File: src/rtl/data_mem_arbiter.sv
// Two-master arbiter for the single data-memory port: one outstanding transaction,
// request lock until granted, rvalid timeout abort. Define DATA_MEM_ARB_RR_EN for round-robin.
module data_mem_arbiter #(
  parameter int RVALID_TIMEOUT = 15,
  parameter int DATA_WIDTH     = 32
) (
  input  logic                  clk_i,
  input  logic                  rst_i,
  input  logic                  m0_req_i,
  output logic                  m0_gnt_o,
  output logic                  m0_rvalid_o,
  input  logic [31:0]           m0_addr_i,
  input  logic                  m0_we_i,
  input  logic [DATA_WIDTH-1:0] m0_wdata_i,
  output logic [DATA_WIDTH-1:0] m0_rdata_o,
  input  logic                  m1_req_i,
  output logic                  m1_gnt_o,
  output logic                  m1_rvalid_o,
  input  logic [31:0]           m1_addr_i,
  input  logic                  m1_we_i,
  input  logic [DATA_WIDTH-1:0] m1_wdata_i,
  output logic [DATA_WIDTH-1:0] m1_rdata_o,
  output logic                  data_req_o,
  input  logic                  data_gnt_i,
  input  logic                  data_rvalid_i,
  output logic [31:0]           data_addr_o,
  output logic                  data_we_o,
  output logic [DATA_WIDTH-1:0] data_wdata_o,
  input  logic [DATA_WIDTH-1:0] data_rdata_i,
  output logic                  err_o
);

  // state   | meaning
  // ST_IDLE | free; arbitrate, present the request, wait for data_gnt_i
  // ST_WAIT | one transaction outstanding for owner_q; wait for rvalid or timeout
  typedef enum logic {ST_IDLE, ST_WAIT} state_t;

  localparam logic [7:0] TO_LAST = 8'(RVALID_TIMEOUT - 1);

  state_t     state_q, state_d;
  logic       owner_q, lock_q, sel_q, last_q;
  logic [7:0] cnt_q;

  logic sel, req_valid, issue, granted, in_wait, timeout, rsp, contend_pick;

`ifdef DATA_MEM_ARB_RR_EN
  assign contend_pick = ~last_q;
`else
  // Fixed priority: last_q is kept up to date but does not steer selection.
  logic unused_last;
  assign contend_pick = 1'b0;
  assign unused_last  = last_q;
`endif

  always_comb begin
    sel       = 1'b0;
    req_valid = 1'b0;
    if (lock_q) begin
      // A stalled request stays with its requester even if the other one appears.
      sel       = sel_q;
      req_valid = sel_q ? m1_req_i : m0_req_i;
    end else begin
      req_valid = m0_req_i | m1_req_i;
      sel       = (m0_req_i && m1_req_i) ? contend_pick : m1_req_i;
    end
  end

  assign issue   = (state_q == ST_IDLE) && req_valid;
  assign granted = issue && data_gnt_i;
  assign in_wait = (state_q == ST_WAIT);
  assign timeout = in_wait && !data_rvalid_i && (cnt_q == TO_LAST);
  assign rsp     = in_wait && (data_rvalid_i || timeout);

  always_comb begin
    state_d      = state_q;
    data_req_o   = issue;
    data_addr_o  = '0;
    data_we_o    = 1'b0;
    data_wdata_o = '0;
    m0_gnt_o     = granted && !sel;
    m1_gnt_o     = granted && sel;
    m0_rvalid_o  = rsp && !owner_q;
    m1_rvalid_o  = rsp && owner_q;
    m0_rdata_o   = '0;
    m1_rdata_o   = '0;
    err_o        = timeout;
    if (issue) begin
      data_addr_o  = sel ? m1_addr_i  : m0_addr_i;
      data_we_o    = sel ? m1_we_i    : m0_we_i;
      data_wdata_o = sel ? m1_wdata_i : m0_wdata_i;
    end
    if (in_wait && !timeout) begin
      m0_rdata_o = data_rdata_i;
      m1_rdata_o = data_rdata_i;
    end
    case (state_q)
      ST_IDLE: if (granted) state_d = ST_WAIT;
      ST_WAIT: if (rsp)     state_d = ST_IDLE;
      default:              state_d = ST_IDLE;
    endcase
  end

  always_ff @(posedge clk_i or posedge rst_i) begin
    if (rst_i) begin
      state_q <= ST_IDLE;
      owner_q <= 1'b0;
      lock_q  <= 1'b0;
      sel_q   <= 1'b0;
      last_q  <= 1'b1;
      cnt_q   <= '0;
    end else begin
      state_q <= state_d;
      if (state_q == ST_IDLE) begin
        // Lock clears on grant and when the locked requester withdraws.
        lock_q <= issue && !data_gnt_i;
        if (issue && !data_gnt_i) sel_q <= sel;
        if (granted) begin
          owner_q <= sel;
          last_q  <= sel;
          cnt_q   <= '0;
        end
      end else begin
        cnt_q <= cnt_q + 8'd1;
      end
    end
  end

endmodule

File: config.mk
export PLATFORM = sky130hd
export DESIGN_NAME = data_mem_arbiter
export DESIGN_NICKNAME = d
export VERILOG_FILES = /design/src/rtl/data_mem_arbiter.sv
export SDC_FILE = /design/constraint.sdc
export NUM_CORES = 1
export LEC_CHECK = 0
export BUFFER_PORTS_ARGS = -buffer_cell sky130_fd_sc_hd__buf_4
export CORE_AREA = 2 2 118 120
export DETAILED_ROUTE_END_ITERATION = 8
export DIE_AREA = 0 0 120 122
export HOLD_SLACK_MARGIN = 0.06
export PLACE_DENSITY = 0.5
export SYNTH_ARGS = -nofsm -noshare
export SYNTH_HDL_FRONTEND = slang
export SYNTH_SLANG_ARGS = --single-unit
File: constraint.sdc
create_clock -name clk_i -period 2.61 [get_ports clk_i]
set_input_delay 0.3915 -clock clk_i [delete_from_list [all_inputs] [get_ports clk_i]]
set_output_delay 0.3915 -clock clk_i [all_outputs]
set_load 0.01 [all_outputs]
==> summary by stage, run 1 <==
Layout
Once layout is complete, the cells apart from fillers number slightly below 800. Of the cells placed in the final design, the portion with a size suffix greater than 1 is about three fifths. The cell area after layout is between 4000 and 5000 um^2. The net total in the final layout is around 790. Once layout is complete, the utilization of the core stands at 35.1%.

The area growth from synthesis to layout is 96.9%. The number of diodes is 0.

Setup path
The data required time of the critical path is 2220 ps. The largest individual stage delay along the critical path comes from the cell sky130_fd_sc_hd__or4b_4. The largest fanout on the critical path is 16. STA puts the critical path data arrival time at 2120 ps.

The startpoint of the worst setup timing path is cnt_q[0]. The cell family contributing the most delay on the critical path is simple AND/OR/NAND/NOR gates. The worst register-to-register path begins at in_wait. The startpoint class of the critical path is a register. The capturing instance or port of the critical path is m0_rdata_o[1]. Traced cell by cell, the critical path runs through inv_1 -> ha_1 -> or4b_4 -> o41a_4 -> and2_4 -> buf_4.

The critical path depth is 6. The buffers plus inverters on the worst setup path is 2. In this design, the stage delay of the slowest critical-path cell is about 510 ps.

The worst reg2reg path endpoint is cnt_q[6]. The internal reg-to-reg setup slack is about 940 ps. The worst register-to-register path has a depth of 4. The sort of element at the end of the critical path is a primary output. The worst setup path is of the register to primary output kind.

Timing
The maximum clock frequency is between 300 and 400 MHz. The total of endpoints with negative setup slack in the final report is 0. The final number of max-transition violations is 0.

The clock period could shrink to 2510 ps. The final number of hold-violating endpoints is 0. Final hold analysis gives a worst-case slack of about 170 ps. The final sum of negative setup slack is 0 ps.

The clock tree skew after final layout is 3.96 ps. Setup slack closes at between 90 and 100 ps. Of the available clock period, the critical path in the final layout requires a little over nine tenths.

The actual slew at the worst max-slew pin is 480 ps. Setup repair after global routing left no endpoint under its margin. Measured against its own limit, the worst slew margin works out to approximately two thirds.

Synth
The post-synthesis cell type count is 37. In the post-synthesis netlist, the cell with the most instances is sky130_fd_sc_hd__nand3_1. In the synthesized netlist the async set-or-reset flop fraction comes to 100%. The flop and latch count out of synthesis is 12. The share of the Yosys chip area taken by registers is between 10% and 20%. The top flip-flop cell by instance count after synthesis is sky130_fd_sc_hd__dfrtp_1. The number of standard cells after synthesis is between 300 and 400. Summing every instance area after synthesis gives 2410 um^2. In the post-synthesis netlist, the biggest area contributors are sky130_fd_sc_hd__nand3_1 15%, sky130_fd_sc_hd__a21oi_1 14%, sky130_fd_sc_hd__o21ai_0 14%, sky130_fd_sc_hd__dfrtp_1 12%, sky130_fd_sc_hd__and2_4 11%.

After synthesis, the most frequently instantiated cells are 70 x sky130_fd_sc_hd__nand3_1, 68 x sky130_fd_sc_hd__a21oi_1, 67 x sky130_fd_sc_hd__o21ai_0. The cell taking the most area after synthesis is sky130_fd_sc_hd__nand3_1. The area share of the largest cell type after synthesis is between 10 and 15%. The number of flops mapped to enable cells by yosys is 0. The average cell area after synthesis is between 6 and 7 um^2. Counting every net in the synthesized netlist gives roughly 540. Yosys printed 0 warnings.

Placed design
At the placement stage, the worst setup path has a slack of around 210 ps. The placed instance area is ~4600 um^2. The number of placed instances, taps included is ~790.

At the end of routability-driven placement, the weighted congestion stood at approximately 0.83. Port buffering added between 300 and 400 buffers. The estimated wirelength of the detail-placed design is around 9.6 mm.

Route
The mean number of vias per cell is ~4.8. The residual antenna-violating net count after detailed routing is 0. The number of DRC violations after detailed-routing iteration 0 is about 120. The count of vias placed by the detailed router is between 3k and 4k. The wire length per cell is between 15 and 20 um.

The count of unresolved DRC violations after routing is 0. Summed over all layers, the routed wires come to roughly 12 mm. The number of detailed-route iterations in the first pass is 5.

Clocking
The total clock buffers created by CTS is 3. The register clock-pin slew on the reported worst setup and hold paths is around 40 ps. CTS built an H-tree with a depth of 1. The root buffer selected by CTS is sky130_fd_sc_hd__clkbuf_16. Clock latency on the worst-skew pair, taken at its later pin, is approximately 240 ps. The clock drives 12 sinks.

The maximum buffer depth of the clock tree is 2. The CTS tree is built. After clock tree synthesis, the flow added hold-fix buffers numbering 0.

Pwr
The share of total power dissipated in combinational logic is 80.3%. The clock network accounts for about a tenth of the total power. Sequential cells account for between 10% and 20% of the total power. The final total power is a little under 3 mW.

The analysis attributes to net switching a power of 1.33 mW. The switching share of power is between 40% and 50%. The internal power of the cells is ~1.6 mW.

The total power per unit cell area is 615 nW/um^2. The worst voltage drop across the vdd grid is about 220 uV. The leakage power total is approximately 2.5 nW.

Global routing
The largest net degree at the start of global routing is 59. Summed over all layers, the global routing overflow is 0. The number of global-route vias before repair is between 3k and 4k. The first global-routing pass estimated roughly 19 mm of wire. Across every metal layer, demand over resource in global routing totals about 16%.

The number of antenna violations at the first check in global routing was 0.

Status
The flow ran to the end, and the final reports show no timing, DRC or antenna violations.

Die
The floorplan has 43 rows. The starting density of the core is 17.8%. The horizontal die dimension is 120 um.

The core area is between 10,000 and 15,000 um^2. The number of primary I/O pins is just over 300. The vertical die dimension is 122 um. The area of the die is 14,600 um^2.

Min path
The worst hold path belongs to the class input pin to asynchronous set/reset pin.

Flow run
Max-cap violations in this run came to 0.
-- worst min-delay path by stage --
| stage | depth (start not counted) | from | endpoint | slack [ps] |
|---|---|---|---|---|
| floorplan | 1 | rst_i | cnt_q[0] | 260 |
| global placement | 2 | rst_i | cnt_q[2] | 450 |
| detailed placement | 2 | rst_i | cnt_q[2] | 450 |
| CTS | 2 | rst_i | cnt_q[2] | 190 |
| global route | 2 | rst_i | cnt_q[2] | 210 |
| finish | 2 | rst_i | cnt_q[2] | 170 |
-- logic make-up (layout without fill, tap and decap cells) --
| group | after synthesis | in the layout | share of synthesized area [%] |
|---|---|---|---|
| buffers and inverters | 81 | 322 | 18.7 |
| and+or+nand+nor | 120 | 120 | 30.8 |
| AOI/OAI and AO/OA | 150 | 152 | 34.6 |
| xor gates and xnor gates | 3 | 3 | 1.09 |
| adders and majority gates | 2 | 2 | 1.04 |
| DFF | 12 | 12 | 12.5 |
| muxes | 3 | 3 | 1.35 |
-- placed cells by master (no fill, tap or decap), drive strengths merged --
cell / count
buf: 312
nand3: 70
a21oi: 68
o21ai: 67
and2: 34
dfrtp: 12
inv: 7
o211a: 4
nor3: 3
o41a: 3
a22o: 3
clkbuf: 3
a211o: 3
nand2: 3
nor4: 3
nor2: 2
mux2: 2
xnor2: 2
ha: 2
mux2i: 1
or3b: 1
a2111oi: 1
or3: 1
a311o: 1
nand4: 1
or4b: 1
nor3b: 1
o32ai: 1
o2bb2ai: 1
xor2: 1
-- power groups by stage --
stage	Sequential [mW]	Clock [mW]	Combinational, mW
final	0.296	0.279	2.34
after floorplan	0.284	0	1.29
after detailed placement	0.305	0	2.30
after global routing	0.308	0.297	2.55
after global placement	0.303	0	2.29
after CTS	0.296	0.283	2.37
-- worst reg2reg max path: stages (launching register included) --
cell                      delay (ps)
sky130_fd_sc_hd__dfrtp_1         350
sky130_fd_sc_hd__buf_4           250
sky130_fd_sc_hd__inv_1           160
sky130_fd_sc_hd__a311o_1         440
sky130_fd_sc_hd__a211o_2         360
-- area by class of cell --
cell class                 instances  area, um^2
clock buffer                       3        75.1
fill                            1430        8760
multi-input combinational        280        1710
inverter                           7        26.3
timing repair buffer             312        2400
tap                              180         225
sequential                        12         300
-- routing by layer --
layer / GRT usage, % / wire, um
met1: 16.7 / 4490
met2: 31.1 / 6520
met3: 3.23 / 1170
met4: 4.71 / 286
met5: 0 / 0
-- registers in the layout (all words and copies together) (netlist names) --
signal,count
sel_q,1
cnt_q,8
in_wait,1
lock_q,1
owner_q,1
-- what timing repair did --
action	4_1_cts	5_1_grt
buffers inserted	1	0
setup endpoints to repair	4	32
cloned	2	0
pin swaps	2	2
gates resized for setup	4	0
Power figures use the tool's default switching activity.
==> run 2, diff against run 1 <==
- CORE_AREA: 2 2 118 120 -> 2 2 117 119
- CTS_BUF_LIST: default -> sky130_fd_sc_hd__clkbuf_8
- DIE_AREA: 0 0 120 122 -> 0 0 119 121
- PLACE_DENSITY: 0.5 -> 0.51
==> summary by stage, run 2 (synthesis gave the netlist of run 1 again) <==
Global routing
The number of global-route vias before repair is 3,784 (+1.3%). The number of antenna violations at the first check in global routing is 0 (unchanged). The largest net degree at the start of global routing is 67 (+14%). The wire length of the first global-routing pass came to 20.7 mm (+8.9%). The overall overflow remaining after global route was 0 (unchanged).

The all-layer global routing usage was 17.8% (+2.0 points).

Layout
The net total in the final layout is 787 (+0.13%). The register with the highest flop count is cnt_q. The number of diodes is 0 (unchanged).

The total area of sequential cells is 300 um^2 (unchanged). The final standard cell count with taps included and fillers excluded is 792 (-0.25%). The library cell used most frequently in the layout, excluding fill and tap cells, is sky130_fd_sc_hd__buf_4. The flip-flop count of the largest register, all copies and words added is 8 (unchanged).

The area added between synthesis and finish is 96.8% (about the same). The multi-input gate area in the final layout is 1740 um^2 (+1.2%). The number of fill cells is 1,404 (-1.8%). The cell area after layout is 4740 um^2 (about the same).

The fraction of layout cells with a size suffix above 1 is 58.9% (+0.13 points). In the layout the commonest cells are 307 x sky130_fd_sc_hd__buf_4, 70 x sky130_fd_sc_hd__nand3_1, 68 x sky130_fd_sc_hd__a21oi_1. The final standard cell utilization of the core is 36.2% (+1.1 points).

Die
The horizontal die dimension is 119 um (-0.83%). The site row count is 42 (-2.3%). The starting density of the core is 18.4% (+0.57 points). The vertical die dimension came to 121 um (-0.82%). The area of the die was 14,400 um^2 (-1.6%). The number of primary I/O pins was 303 (unchanged). The core area is 13,100 um^2 (-3.1%).

Setup path
The kind of cell adding the most delay to the critical path is simple AND/OR/NAND/NOR gates. The master of the slowest instance on the critical path is sky130_fd_sc_hd__or4b_4. The startpoint class of the critical path is a register. The signal on the critical path passes through inv_1 -> ha_1 -> or4b_4 -> o41a_4 -> and2_4 -> buf_4. The largest fanout on the critical path is 8 (-8). The data arrival at the endpoint of the critical path is 2140 ps (+20 ps). The worst setup path category is register to primary output. The sort of element at the end of the critical path is a primary output. The internal reg-to-reg setup slack is 890 ps (-50 ps).

The data required time of the critical path is 2220 ps (about the same). The stage delay of the slowest cell on the critical path came to 530 ps (+20 ps). The buffers plus inverters on the worst setup path is 2 (unchanged).

Pwr
The total power per unit cell area is 613 nW/um^2 (-0.34%). The final total power was 2.91 mW (-0.42%). The worst voltage drop across the vdd grid came to 183 uV (-16%). The leakage power total was 2.46 nW (-0.12%).

Status
The run finished with clean final reports.

Clocking
The total clock buffers created by CTS is 3 (unchanged). The maximum buffer depth of the clock tree is 2 (unchanged). The register clock-pin slew on the reported worst setup and hold paths is 60 ps (+20 ps).

The tree is rooted in a sky130_fd_sc_hd__clkbuf_8. The clock net sink count came to 12 (unchanged). The H-tree depth is 1 (unchanged). TritonCTS built the clock tree.

The clock latency at the later pin of the worst-skew pair is 240 ps (about the same).

Timing
The setup slack after layout is 78.4 ps (-19.3 ps). Setup repair after global routing left no endpoint under its margin. The actual slew at the worst max-slew pin is 523 ps (+43.0 ps). The share of the cycle needed by the critical path after routing is 97.0% (+0.74 points). The final sum of negative setup slack is 0 ps (unchanged). The maximum clock frequency came to 395 MHz (-0.76%).

The final number of max-transition violations is 0 (unchanged). The tightest hold margin is 185 ps (+14.1 ps). The worst slew margin relative to its limit was 65.1% (-2.9 points). The total of endpoints with negative setup slack in the final report is 0 (unchanged).

The final number of hold-violating endpoints is 0 (unchanged). The minimum clock period after layout is 2530 ps (+19.3 ps). The clock tree skew after final layout is 4.36 ps (+0.400 ps).

Placed design
The placed instance area was 4610 um^2 (-0.11%). The worst slack at placement is 178 ps (-31.4 ps). The estimated wirelength of the detail-placed design is 10.5 mm (+9.5%).

The routability congestion estimate came to 0.867 (+3.9%). The number of placed instances, taps included is 784 (-0.51%). The number of buffers inserted by port buffering is 302 (unchanged).

Route
The count of vias placed by the detailed router is 3,768 (-0.61%). The mean number of vias per cell is 4.76 (-0.36%). The number of detailed-route iterations in the first pass is 4 (-1). The number of DRC violations after detailed-routing iteration 0 is 122 (+0.83%).

The total wire length after detailed routing is 13.9 mm (+11%). The count of unresolved DRC violations after routing came to 0 (unchanged). The wire length per cell is 17.5 um (+12%). The residual antenna-violating net count after detailed routing came to 0 (unchanged).

Flow run
The count of max-cap constraint violations is 0 (unchanged).

Min path
The class of the worst hold path is input pin to asynchronous set/reset pin.
run 2: changes by cell type in the layout (fill, tap and decap cells not counted), sizes merged:
cell	before	now
clkbuf	3	4
o41a	3	4
run 2: worst paths after layout:
check	startpoint	to	depth (start not counted)
max	cnt_q[0]	m1_rdata_o[2]	6
min	rst_i	cnt_q[7]	2
max reg2reg	cnt_q[0]	in_wait	5
min reg2reg	cnt_q[7]	cnt_q[7]	1
max in group asynchronous	rst_i	cnt_q[4]	2
min in group clk_i	data_gnt_i	lock_q	2
run 2: cell type report:
class | instances | share of cell area [%]
inverters | 7 | 0.554
repair buffers | 312 | 50.7
multi-input cells | 281 | 36.6
well taps | 176 | 4.64
flip-flops and latches | 12 | 6.33
clock buffers | 4 | 1.16
run 2: report_power, final:
group	switching [mW]	total (mW)	internal, mW
logic	1.24	2.40	1.16
clock network	0.0718	0.205	0.133
registers	0.0623	0.299	0.236
total	1.37	2.91	1.53
run 2: routing by layer:
metal | track usage (%) | vias up | routed length, um
met1 | 20.1 | 1754 | 5330
met3 | 2.96 | 9 | 1060
met4 | 2.75 | 0 | 120
li1 | - | 1802 | -
met2 | 35.2 | 203 | 7380
met5 | 0 | - | 0
run 2: timing repair:
item,in CTS,in global routing
buffers inserted,1,0
hold endpoints to repair,0,0
gates resized for setup,4,1
pin swaps,11,1
hold buffers,0,0
gates cloned,2,1
setup endpoints to repair,64,43
==> run 3, diff against run 2 <==
==> constraint.sdc (replaced) <==
create_clock -name clk_i -period 2.61 [get_ports clk_i]
set_input_delay 0.522 -clock clk_i [delete_from_list [all_inputs] [get_ports clk_i]]
set_output_delay 0.522 -clock clk_i [all_outputs]
set_load 0.01 [all_outputs]
==> summary by stage, run 3 (synthesis gave the netlist of run 1 again) <==
Status
The run finished, with violations left. The checks that failed: negative setup slack.

Die
The horizontal die dimension was 119 um (unchanged). The vertical die dimension is 121 um (unchanged). The number of primary I/O pins is 303 (unchanged).

The site row count is 42 (unchanged). The core area was 13,100 um^2 (unchanged). The starting density of the core is 18.4% (unchanged). The area of the die was 14,400 um^2 (unchanged).

Layout
The area growth from synthesis to layout is 105%. The cell area after layout is 4930 um^2 (+4.1%). Counting flops per register, the top entry is cnt_q. The fraction of layout cells with a size suffix above 1 was 58.9% (unchanged). The flip-flop count of the largest register, all copies and words added was 8 (unchanged). The number of diodes is 0 (unchanged). The net total in the final layout is 787 (unchanged).

The most common library cell in the layout ignoring fill and taps is sky130_fd_sc_hd__buf_4. The final standard cell count with taps included and fillers excluded is 792 (unchanged). The final standard cell utilization of the core is 37.7% (+1.5 points). The top cell types in the final layout, fill and taps aside, are 253 x sky130_fd_sc_hd__buf_4, 70 x sky130_fd_sc_hd__nand3_1, 68 x sky130_fd_sc_hd__a21oi_1.

Timing
The tightest hold margin came to 302 ps (+118 ps). The minimum clock period after layout is 2660 ps (+130 ps). The worst slew margin relative to its limit came to 68.0% (+2.9 points). The total of endpoints with negative setup slack in the final report came to 34 (+34). Setup repair after global routing could not meet its margin everywhere. The share of the cycle needed by the critical path after routing is 102% (+5.0 points). The final number of max-transition violations is 0 (unchanged). The final number of hold-violating endpoints is 0 (unchanged).

The setup slack after layout came to -51.2 ps (-130 ps). The maximum clock frequency is 376 MHz (-4.9%). The clock tree skew after final layout is 1.20 ps (-3.16 ps).

The actual slew at the worst max-slew pin is 479 ps (-43.9 ps). The final sum of negative setup slack is -1380 ps (-1380 ps).

Pwr
The worst voltage drop across the vdd grid is 240 uV (+31%). The total power per unit cell area is 605 nW/um^2 (-1.2%). The final total power is 2.99 mW (+2.8%). The leakage power total is 2.51 nW (+2.0%).

Global routing
The all-layer global routing usage is 17.7% (-0.055 points). The number of global-route vias before repair was 3,729 (-1.5%). The overall overflow remaining after global route is 0 (unchanged). The wire length of the first global-routing pass was 20.7 mm (+0.20%). The number of antenna violations at the first check in global routing was 0 (unchanged).

The largest net degree at the start of global routing is 67 (unchanged).

Clocking
The post-CTS setup buffer count is 0 (-1). The count of hold buffers inserted by post-cts repair is 0 (unchanged). The register clock-pin slew on the reported worst setup and hold paths is 50 ps (about the same). The H-tree depth is 1 (unchanged). The total clock buffers created by CTS is 3 (unchanged).

The clock latency at the later pin of the worst-skew pair was 240 ps (about the same). In this run the clock root is driven by a sky130_fd_sc_hd__clkbuf_8. TritonCTS built the clock tree. The clock net sink count is 12 (unchanged).

The maximum buffer depth of the clock tree is 2 (unchanged).

Route
The wire length per cell was 17.4 um (-0.94%). The total wire length after detailed routing is 13.8 mm (-0.94%). The count of vias placed by the detailed router came to 3,790 (+0.58%). The number of detailed-route iterations in the first pass is 5 (+1). The count of unresolved DRC violations after routing is 0 (unchanged). The number of DRC violations after detailed-routing iteration 0 is 147 (+20%).

The mean number of vias per cell was 4.79 (+0.58%). The residual antenna-violating net count after detailed routing is 0 (unchanged).

Setup path
The worst setup path is launched from a register. The internal reg-to-reg setup slack came to 910 ps (+20 ps). The critical path is of the register to primary output type. The master of the slowest instance on the critical path is sky130_fd_sc_hd__or4b_4. The data arrival at the endpoint of the critical path was 2140 ps (about the same). Walking the worst path, the cells encountered are inv_1 -> ha_1 -> or4b_4 -> o41a_4 -> and2_4 -> buf_6. The data required time of the critical path was 2090 ps (-130 ps). The largest fanout on the critical path was 16 (+8). The stage delay of the slowest cell on the critical path came to 510 ps (-20 ps). The worst setup path is captured at a primary output.

Min path
The path class of the tightest hold or removal check is input pin to asynchronous set/reset pin.

Placed design
The number of placed instances, taps included is 786 (+0.26%). The placed instance area is 4630 um^2 (+0.33%). The estimated wirelength of the detail-placed design came to 10.4 mm (-1.1%). The worst slack at placement is 98.0 ps (-79.7 ps).

The number of buffers inserted by port buffering is 302 (unchanged). The routability congestion estimate was 0.850 (-2.0%).

Flow run
The count of max-cap constraint violations is 0 (unchanged).
run 3: worst paths after layout:
| check | from | to | cells past startpoint |
|---|---|---|---|
| worst max register to register | cnt_q[0] | in_wait | 5 |
| max in group asynchronous | rst_i | cnt_q[2] | 2 |
| worst min register to register | owner_q | owner_q | 1 |
| min in group clk_i | m0_req_i | sel_q | 2 |
| worst max-delay path | cnt_q[0] | m0_rdata_o[23] | 6 |
| worst min-delay path | rst_i | cnt_q[0] | 2 |
run 3: routing by layer:
layer | up-vias | track usage [%] | wire length [um]
met5 | - | 0 | 0
met4 | 0 | 3.94 | 238
met3 | 14 | 3.81 | 1160
met2 | 225 | 34.2 | 7320
met1 | 1756 | 19.8 | 5030
li1 | 1795 | - | -
run 3: where the power goes:
part	total (mW)	internal (mW)	switching, mW
clock network	0.204	0.133	0.0701
registers	0.289	0.237	0.0527
logic	2.49	1.23	1.26
run 3: final cells by class:
class | count | area (um^2)
flip-flops and latches | 12 | 300
fillers | 1363 | 8150
well taps | 176 | 220
inverters | 7 | 26.3
multi-input cells | 280 | 1710
clock buffers | 4 | 55.1
repair buffers | 313 | 2620
run 3: worst max-delay path, delay by kind of cell (launching register included):
family | cells | cell delay (ps)
compound gates | 1 | 480
fa+ha+maj | 1 | 130
buf+inv | 2 | 180
flops | 1 | 380
simple gates | 2 | 730
run 3: what timing repair did:
action,in CTS,in global routing
resized for setup,52,7
setup endpoints to repair,64,66
pin swaps,19,5
cloned,2,0
